**config.mk**
```make
export PLATFORM = sky130hd
export DESIGN_NAME = i2c_target_regs
export DESIGN_NICKNAME = d
export VERILOG_FILES = /design/src/rtl/i2c_target_regs.sv
export SDC_FILE = /design/constraint.sdc
export NUM_CORES = 1
export LEC_CHECK = 0
export CAP_MARGIN = 15
export CORE_MARGIN = 4
export CORE_UTILIZATION = 30
export DETAILED_ROUTE_END_ITERATION = 6
export PLACE_DENSITY_LB_ADDON = 0.15
export SLEW_MARGIN = 20
export SYNTH_ARGS = -nofsm -noshare
export SYNTH_HDL_FRONTEND = slang
export SYNTH_SLANG_ARGS = --single-unit
```
**constraint.sdc**
```tcl
create_clock -name clk -period 4.4 [get_ports clk]
set_input_delay 1.32 -clock clk [delete_from_list [all_inputs] [get_ports clk]]
set_output_delay 1.32 -clock clk [all_outputs]
set_load 0.02 [all_outputs]
```
**src/rtl/i2c_target_regs.sv**
```systemverilog
// rtl/i2c_target_regs.sv - I2C target exposing a bank of 8-bit registers
module i2c_target_regs #(
  parameter logic [6:0] SLAVE_ADDR = 7'h3C,
  parameter int         NUM_REGS   = 16,
  parameter int         FILTER_LEN = 3
) (
  input  logic                  clk,
  input  logic                  reset,
  input  logic                  scl_in,
  input  logic                  sda_in,
  output logic                  sda_oe,
  output logic                  busy,
  output logic                  wr_strobe,
  output logic [7:0]            wr_addr,
  output logic [7:0]            wr_data,
  output logic [NUM_REGS*8-1:0] regs_flat
);

  localparam int CW = (FILTER_LEN > 1) ? $clog2(FILTER_LEN) : 1;
  localparam int AW = (NUM_REGS > 1) ? $clog2(NUM_REGS) : 1;

  typedef enum logic [3:0] {
    IDLE, ADDR, ADDR_ACK, PTR, PTR_ACK, WDATA, WDATA_ACK, RDATA, RDATA_MACK
  } state_t;

  // index 0 = SCL, index 1 = SDA
  logic [1:0]    s0, s1, filt, filt_q;
  logic [CW-1:0] cnt [2];

  always_ff @(posedge clk) begin
    s0 <= {sda_in, scl_in};
    s1 <= s0;
  end

  // Filters track the synchronized pins while in reset so release creates no edges.
  always_ff @(posedge clk) begin
    if (!reset) begin
      filt   <= s1;
      filt_q <= s1;
      cnt[0] <= '0;
      cnt[1] <= '0;
    end else begin
      filt_q <= filt;
      for (int i = 0; i < 2; i++) begin
        if (s1[i] == filt[i]) begin
          cnt[i] <= '0;
        end else if (cnt[i] == CW'(FILTER_LEN - 1)) begin
          filt[i] <= s1[i];
          cnt[i]  <= '0;
        end else begin
          cnt[i] <= cnt[i] + 1'b1;
        end
      end
    end
  end

  logic scl_f, scl_p, sda_f, sda_p;
  logic scl_rise, scl_fall, start_det, stop_det;

  assign scl_f     = filt[0];
  assign scl_p     = filt_q[0];
  assign sda_f     = filt[1];
  assign sda_p     = filt_q[1];
  assign scl_rise  = scl_f & ~scl_p;
  assign scl_fall  = ~scl_f & scl_p;
  assign start_det = scl_f & scl_p & sda_p & ~sda_f;
  assign stop_det  = scl_f & scl_p & ~sda_p & sda_f;

  state_t     state, state_n;
  logic [3:0] bit_cnt, cnt_n;
  logic [7:0] shift, shift_n, ptr, ptr_n;
  logic       rw, rw_n, oe_n, busy_n, do_write;
  logic [7:0] wbyte, ptr_rd, rd_byte;
  logic [7:0] regs [NUM_REGS];

  assign wbyte = {shift[6:0], sda_f};

  // A read after a master ACK fetches the byte at the already-incremented pointer.
  always_comb begin
    ptr_rd  = (state == RDATA_MACK) ? ptr + 8'd1 : ptr;
    rd_byte = 8'hFF;
    if (int'(ptr_rd) < NUM_REGS) rd_byte = regs[ptr_rd[AW-1:0]];
  end

  always_comb begin
    regs_flat = '0;
    for (int i = 0; i < NUM_REGS; i++) regs_flat[i*8 +: 8] = regs[i];
  end

  always_comb begin
    state_n  = state;
    cnt_n    = bit_cnt;
    shift_n  = shift;
    ptr_n    = ptr;
    rw_n     = rw;
    oe_n     = sda_oe;
    busy_n   = busy;
    do_write = 1'b0;
    if (start_det) begin
      state_n = ADDR;
      cnt_n   = 4'd0;
      oe_n    = 1'b0;
    end else if (stop_det) begin
      state_n = IDLE;
      oe_n    = 1'b0;
      busy_n  = 1'b0;
    end else begin
      case (state)
        IDLE: ;
        ADDR, PTR, WDATA: begin
          if (scl_rise) begin
            shift_n = wbyte;
            cnt_n   = bit_cnt + 4'd1;
            if (bit_cnt == 4'd7) begin
              if (state == ADDR) begin
                if (shift[6:0] == SLAVE_ADDR) begin
                  busy_n = 1'b1;
                  rw_n   = sda_f;
                end else begin
                  state_n = IDLE;
                  busy_n  = 1'b0;
                end
              end else if (state == WDATA) begin
                do_write = (int'(ptr) < NUM_REGS);
                ptr_n    = ptr + 8'd1;
              end
            end
          end else if (scl_fall && bit_cnt == 4'd8) begin
            oe_n = 1'b1;
            case (state)
              ADDR:    state_n = ADDR_ACK;
              PTR: begin
                state_n = PTR_ACK;
                ptr_n   = shift;
              end
              default: state_n = WDATA_ACK;
            endcase
          end
        end
        ADDR_ACK: begin
          if (scl_fall) begin
            cnt_n = 4'd0;
            if (rw) begin
              state_n = RDATA;
              shift_n = rd_byte;
              oe_n    = ~rd_byte[7];
            end else begin
              state_n = PTR;
              oe_n    = 1'b0;
            end
          end
        end
        PTR_ACK, WDATA_ACK: begin
          if (scl_fall) begin
            state_n = WDATA;
            cnt_n   = 4'd0;
            oe_n    = 1'b0;
          end
        end
        RDATA: begin
          if (scl_rise) begin
            cnt_n = bit_cnt + 4'd1;
          end else if (scl_fall) begin
            if (bit_cnt == 4'd8) begin
              state_n = RDATA_MACK;
              cnt_n   = 4'd0;
              oe_n    = 1'b0;
            end else begin
              shift_n = {shift[6:0], 1'b0};
              oe_n    = ~shift[6];
            end
          end
        end
        RDATA_MACK: begin
          if (scl_rise) begin
            if (sda_f) begin
              state_n = IDLE;
              busy_n  = 1'b0;
            end else begin
              cnt_n = 4'd1;
            end
          end else if (scl_fall && bit_cnt == 4'd1) begin
            state_n = RDATA;
            cnt_n   = 4'd0;
            ptr_n   = ptr + 8'd1;
            shift_n = rd_byte;
            oe_n    = ~rd_byte[7];
          end
        end
        default: state_n = IDLE;
      endcase
    end
  end

  always_ff @(posedge clk) begin
    if (!reset) begin
      state     <= IDLE;
      bit_cnt   <= 4'd0;
      shift     <= 8'd0;
      ptr       <= 8'd0;
      rw        <= 1'b0;
      sda_oe    <= 1'b0;
      busy      <= 1'b0;
      wr_strobe <= 1'b0;
      wr_addr   <= 8'd0;
      wr_data   <= 8'd0;
      for (int i = 0; i < NUM_REGS; i++) regs[i] <= 8'd0;
    end else begin
      state     <= state_n;
      bit_cnt   <= cnt_n;
      shift     <= shift_n;
      ptr       <= ptr_n;
      rw        <= rw_n;
      sda_oe    <= oe_n;
      busy      <= busy_n;
      wr_strobe <= do_write;
      if (do_write) begin
        regs[ptr[AW-1:0]] <= wbyte;
        wr_addr           <= ptr;
        wr_data           <= wbyte;
      end
    end
  end

endmodule
```
After elaboration in Yosys (flattened, before gate mapping)

Memories as Yosys holds them, arrays and structs flattened.
Index checks and enable logic that the tools add are counted.

Input bits: 4
Bits in writable memories: 132
Bits in registers: 52
Output and inout bits: 147
Memories: 2

$lt $le $gt $ge: 2
$add $sub $neg: 4
Bitwise gates (word level): 23
Reductions and logical operators: 24
Multiplexer cells: 114
Equal/unequal tests: 62

Memory list:

| name | depth | bits a word | read ports | clocked after memory_dff | wr ports | line | RTL |
|---|---|---|---|---|---|---|---|
| regs | 16    | 8           | 17         | 0                        | 16       | 74   | `logic [7:0] regs [NUM_REGS];` |
| cnt  | 2     | 2           | 2          | 0                        | 2        | 28   | `logic [CW-1:0] cnt [2];` |

Operators with widths:

| kind                                                                          | count |
|---|---|
| 8-bit 2-to-1 mux                                                              | 19 |
| 4-bit 2-to-1 mux                                                              | 22 |
| 1-bit 2-to-1 mux                                                              | 57 |
| 3-bit != test (second input constant)                                         | 17 |
| 8-bit one-hot mux with 4 select lines                                         | 1 |
| 2-bit != test (second input constant)                                         | 13 |
| 5-bit != test (second input constant)                                         | 5 |
| 4-bit one-hot mux with 6 select lines                                         | 1 |
| 12-bit AND reduction                                                          | 2 |
| 4-bit by 3-bit equality test with 1-bit output (second input constant)        | 5 |
| 4-bit != test (second input constant)                                         | 5 |
| 8-bit by 5-bit less-than comparator with 1-bit output (second input constant) | 2 |
| 2-bit 2-to-1 mux                                                              | 8 |
| 4-bit one-hot mux with 4 select lines                                         | 1 |
| 8-bit one-hot mux with 2 select lines                                         | 1 |
| 7-bit AND reduction                                                           | 2 |
| 11-bit AND reduction                                                          | 1 |
| 1-bit inverter                                                                | 10 |
| 10-bit AND reduction                                                          | 1 |
| 9-bit AND reduction                                                           | 1 |
| 3-bit OR reduction                                                            | 3 |
| 8-bit by 1-bit adder with 8-bit output (second input constant)                | 1 |
| 4-bit by 1-bit equality test with 1-bit output (second input constant)        | 2 |
| 4-bit by 2-bit equality test with 1-bit output (second input constant)        | 2 |
| other kinds (25)                                                              | 47 |

Longest topological paths before layout

Depth after elaboration: 13
Mapped depth: 13
Depth with buffers taken out: 8

Least setup slack after synthesis

No wires, ideal clock.

Path kind: flip-flop to flip-flop
Start: register ptr[0]
End: register shift[7]
Data required time: 4241 ps
Setup slack: 1172 ps
Stages on the path, launching flop included: 14
Arrival: 3068 ps
Path through: dfxtp_1 -> clkbuf_1 -> buf_2 -> inv_1 -> clkbuf_1 -> ha_1 -> buf_2 -> buf_1 -> mux4_2 -> mux2i_1 -> a21oi_1 -> a311oi_1 -> and3b_1 -> a211oi_1

Word-level cells in the longest chain between the ends: 7

Ends and longest elaborated chain:

| element                                                                                    | line     | RTL |
|---|---|---|
| from (decl)                                                                                | 71       | `logic [7:0] shift, shift_n, ptr, ptr_n;` |
| from (signal assigned)                                                                     | 212      | `ptr <= ptr_n;` |
| 8-bit by 1-bit adder with 8-bit output                                                     | 80       | `ptr_rd = (state == RDATA_MACK) ? ptr + 8'd1 : ptr;` |
| 8-bit 2-to-1 mux *                                                                         | 80       |  |
| 8-bit by 5-bit less-than comparator with 1-bit output or memory 16 x 8 bit (tied branches) | --       |  |
| 8-bit 2-to-1 mux *                                                                         | 82       | `if (int'(ptr_rd) < NUM_REGS) rd_byte = regs[ptr_rd[AW-1:0]];` |
| 8-bit 2-to-1 mux (on tied branches)                                                        | 182, 143 |  |
| 8-bit 2-to-1 mux (on tied branches)                                                        | 175, 141 |  |
| 8-bit one-hot mux with 4 select lines *                                                    | 108      | `case (state)` |
| to (signal assigned)                                                                       | 211      | `shift <= shift_n;` |
| to (decl)                                                                                  | 71       |  |

Every way passes the cells marked *; elsewhere a longest branch is shown, timed or not. The select of a mux whose other input is x is not followed.
A chain may end at the register's enable or synchronous reset.

==> summary.md <==
| Metric | Value |
|---|---|
| RSZ-0062 raised after global routing | `false` |
| Number of routed nets with antenna violations | `0` |
| Crit path required time | `4.50 ns` |
| Final setup viols | `0` |
| Core Region | `34600 sq um` |
| Die H | `195 microns` |
| Crit Path Class | `input port to flip-flop` |
| Antenna Cells | `0` |
| Synth Flop Type | `edfxtp_1` |
| WL final | `34800 microns` |
| Commonest non-fill, non-tap cell in the layout | `clkdlybuf4s50_1` |
| Crit Path Max Fanout | `13` |
| IO Count | `151` |
| Dpl hpwl | `24300 microns` |
| Fin. Hold Viols | `0` |
| DIE AREA | `38200 sq um` |
| Clock Skew | `0.0159 ns` |
| CTS tree | `done` |
| Most frequent cells in the layout | `clkdlybuf4s50_1 (150), edfxtp_1 (134), mux2i_1 (133)` |
| Drt first-iter violations | `791` |
| Hold WS | `0.335 ns` |
| I/O Buffers | `150` |
| Die width | `195 microns` |
| Synthesis Warnings | `0` |
| Final worst slack | `0.857 ns` |
| Setup Total Neg Slack | `0 ns` |
| Async set-reset flop share out of synthesis | `0` |
| RePlAce Congestion | `0.801` |
| Synthesized area | `10500 sq um` |
| Fin crit share | `0.805` |
| Yosys cell types | `72` |
| CP startpoint kind | `input port` |
| Fraction of final layout cells sized beyond drive strength 1 | `0.114` |
| PwrDens | `306 nW/um^2` |
| CTS Sinks | `184` |
| Slew headroom | `0.367` |
| GRT Total Usage | `0.180` |
| Pre-CTS setup slack | `0.385 ns` |
| CTS max path bufs | `2` |
| Status | `finished, final reports clean` |
| Number of synthesized flops with an enable pin | `134` |
| Final Net Count | `1069` |
| Cell row count | `68` |
| Total number of vias | `7983` |
| Mapped Cells | `921` |
| Remaining global-route overflow | `0` |
| Area of the multi-input gates | `5120 sq um` |
| Max_cap viols | `0` |
| Power Total | `0.00402 W` |
| CTS root buffer | `clkbuf_16` |
| Slew Viols, Final | `0` |
| Fmax | `282 MHz` |
| Worst min-delay path category | `flip-flop to flip-flop` |
| H-tree levels | `4` |
| Final core occ | `0.380` |
| CP arrival | `3.64 ns` |
| Largest net degree at the start of global routing | `54` |
| Global-route wire length before repair | `52600 microns` |
| Number of remaining DRC errors | `0` |
| Crit path launch | `reset` |
| Top post-synthesis cells by area | `edfxtp_1 (38%), mux2i_1 (13%), dfxtp_1 (9.5%), mux4_2 (6.8%), and2_1 (6.8%)` |
| Reg2reg start | `ptr[0]` |
| Syn_area_per_cell | `11.4 sq um` |
| Initial Util | `0.304` |
| CTS buffer count | `17` |
| Post_cts resized | `0` |
| Yosys reg bits | `184` |
| Vias in the first global route | `7969` |
| Register Area | `5030 sq um` |
| Layout filler cell count | `3358` |
| Max IR drop VDD | `0.231 mV` |
| Post-CTS Setup Repair Bufs | `0` |
| LEAKAGE | `4.46 nW` |
| Via density | `5.25` |
| Worst hold path startpoint | `s0[0]` |
| Clock transition at path regs | `0.08 ns` |
| Share of the yosys chip area belonging to registers | `0.477` |
| Initial antenna violation count | `0` |
| Crit path time final | `3.54 ns` |
| Worst setup EP type | `flip-flop` |
| Hold-fix buffers, CTS | `0` |
| Layout area overhead | `24.9%` |
| Post-synth top area share | `0.382` |
| Routed WL per cell | `22.9 microns` |
| Dominant cell type by area after synthesis | `edfxtp_1` |
| Router iterations before antenna repair | `7` |
| Worst skew pair latency | `0.44 ns` |
| Worst Max-Slew Pin Slew | `0.941 ns` |
per-layer routing:
| metal | vias up | global-route usage | share of wire |
|---|---|---|---|
| met5 | - | 0 | 0 |
| met4 | 0 | 0.0427 | 0.015 |
| met3 | 24 | 0.0395 | 0.058 |
| met2 | 250 | 0.273 | 0.45 |
| met1 | 4017 | 0.263 | 0.48 |
| li1 | 3692 | - | - |
sequential cells by signal, indices dropped and copies added (netlist names):
signal	flops
regs	128
ptr	8
shift	8
wr_addr	8
wr_data	8
bit_cnt	4
cnt	4
state	4
filt	2
filt_q	2
s0	2
s1	2
busy	1
rw	1
sda_oe	1
wr_strobe	1
worst max-delay path, cell delays in order:
cell and delay [ns]:
clkdlybuf4s50_1 0.99, nand2_1 0.54, nor3_1 0.27, buf_4 0.17, nand2b_1 0.35
cells in the mapped netlist (all sizes together) (8+ instances only):
library cell / instances
inv: 17
nor4: 20
ha: 12
mux2i: 133
o22ai: 19
mux4: 36
edfxtp: 134
clkbuf: 51
dfxtp: 50
a21oi: 32
nor3: 18
buf: 27
and3: 8
and2: 115
nor2: 56
nand2b: 29
nand2: 36
a211oi: 13
o21ai: 17
report_power, final:
group | total, W | internal, W | switching (W)
logic | 0.000478 | 0.000206 | 0.000272
registers | 0.00202 | 0.00192 | 0.0000938
clock network | 0.00153 | 0.000762 | 0.000766
cell families (layout without fill, tap and decap cells):
logic type | count (synthesis) | in the layout | share of synthesized area
muxes | 172 | 172 | 0.208
other | 1 | 4 | 0.000356
AOI/OAI and AO/OA | 128 | 128 | 0.0835
xor gates and xnor gates | 4 | 4 | 0.00332
buffers and inverters | 95 | 237 | 0.0394
adders and majority gates | 12 | 12 | 0.0142
and+or+nand+nor | 325 | 325 | 0.174
DFF | 184 | 184 | 0.477
worst paths after layout:
check | slack, ns | cells after the start | endpoint
setup / recovery | 0.86 | 5 | regs[5][0]
hold reg to reg | 0.34 | 0 | s1[0]
hold / removal | 0.34 | 0 | s1[0]
setup reg to reg | 1.12 | 8 | shift[5]
layout make-up:
class                   instances  area share
inverters                      17     0.00485
well taps                     455      0.0433
clock buffers                  18      0.0326
clock inverters                14      0.0114
multi-input cells             645       0.389
repair buffers                188       0.137
flip-flops and latches        184       0.382
stage by stage:
| step | instance area [sq um] | instances |
|---|---|---|
| after CTS | 13200 | 1521 |
| after detailed placement | 12600 | 1489 |
| after global routing | 13200 | 1521 |
| final | 13200 | 1521 |
| after floorplan | 10500 | 924 |
| after global placement | 12600 | 1489 |
Power figures use the tool's default switching activity.
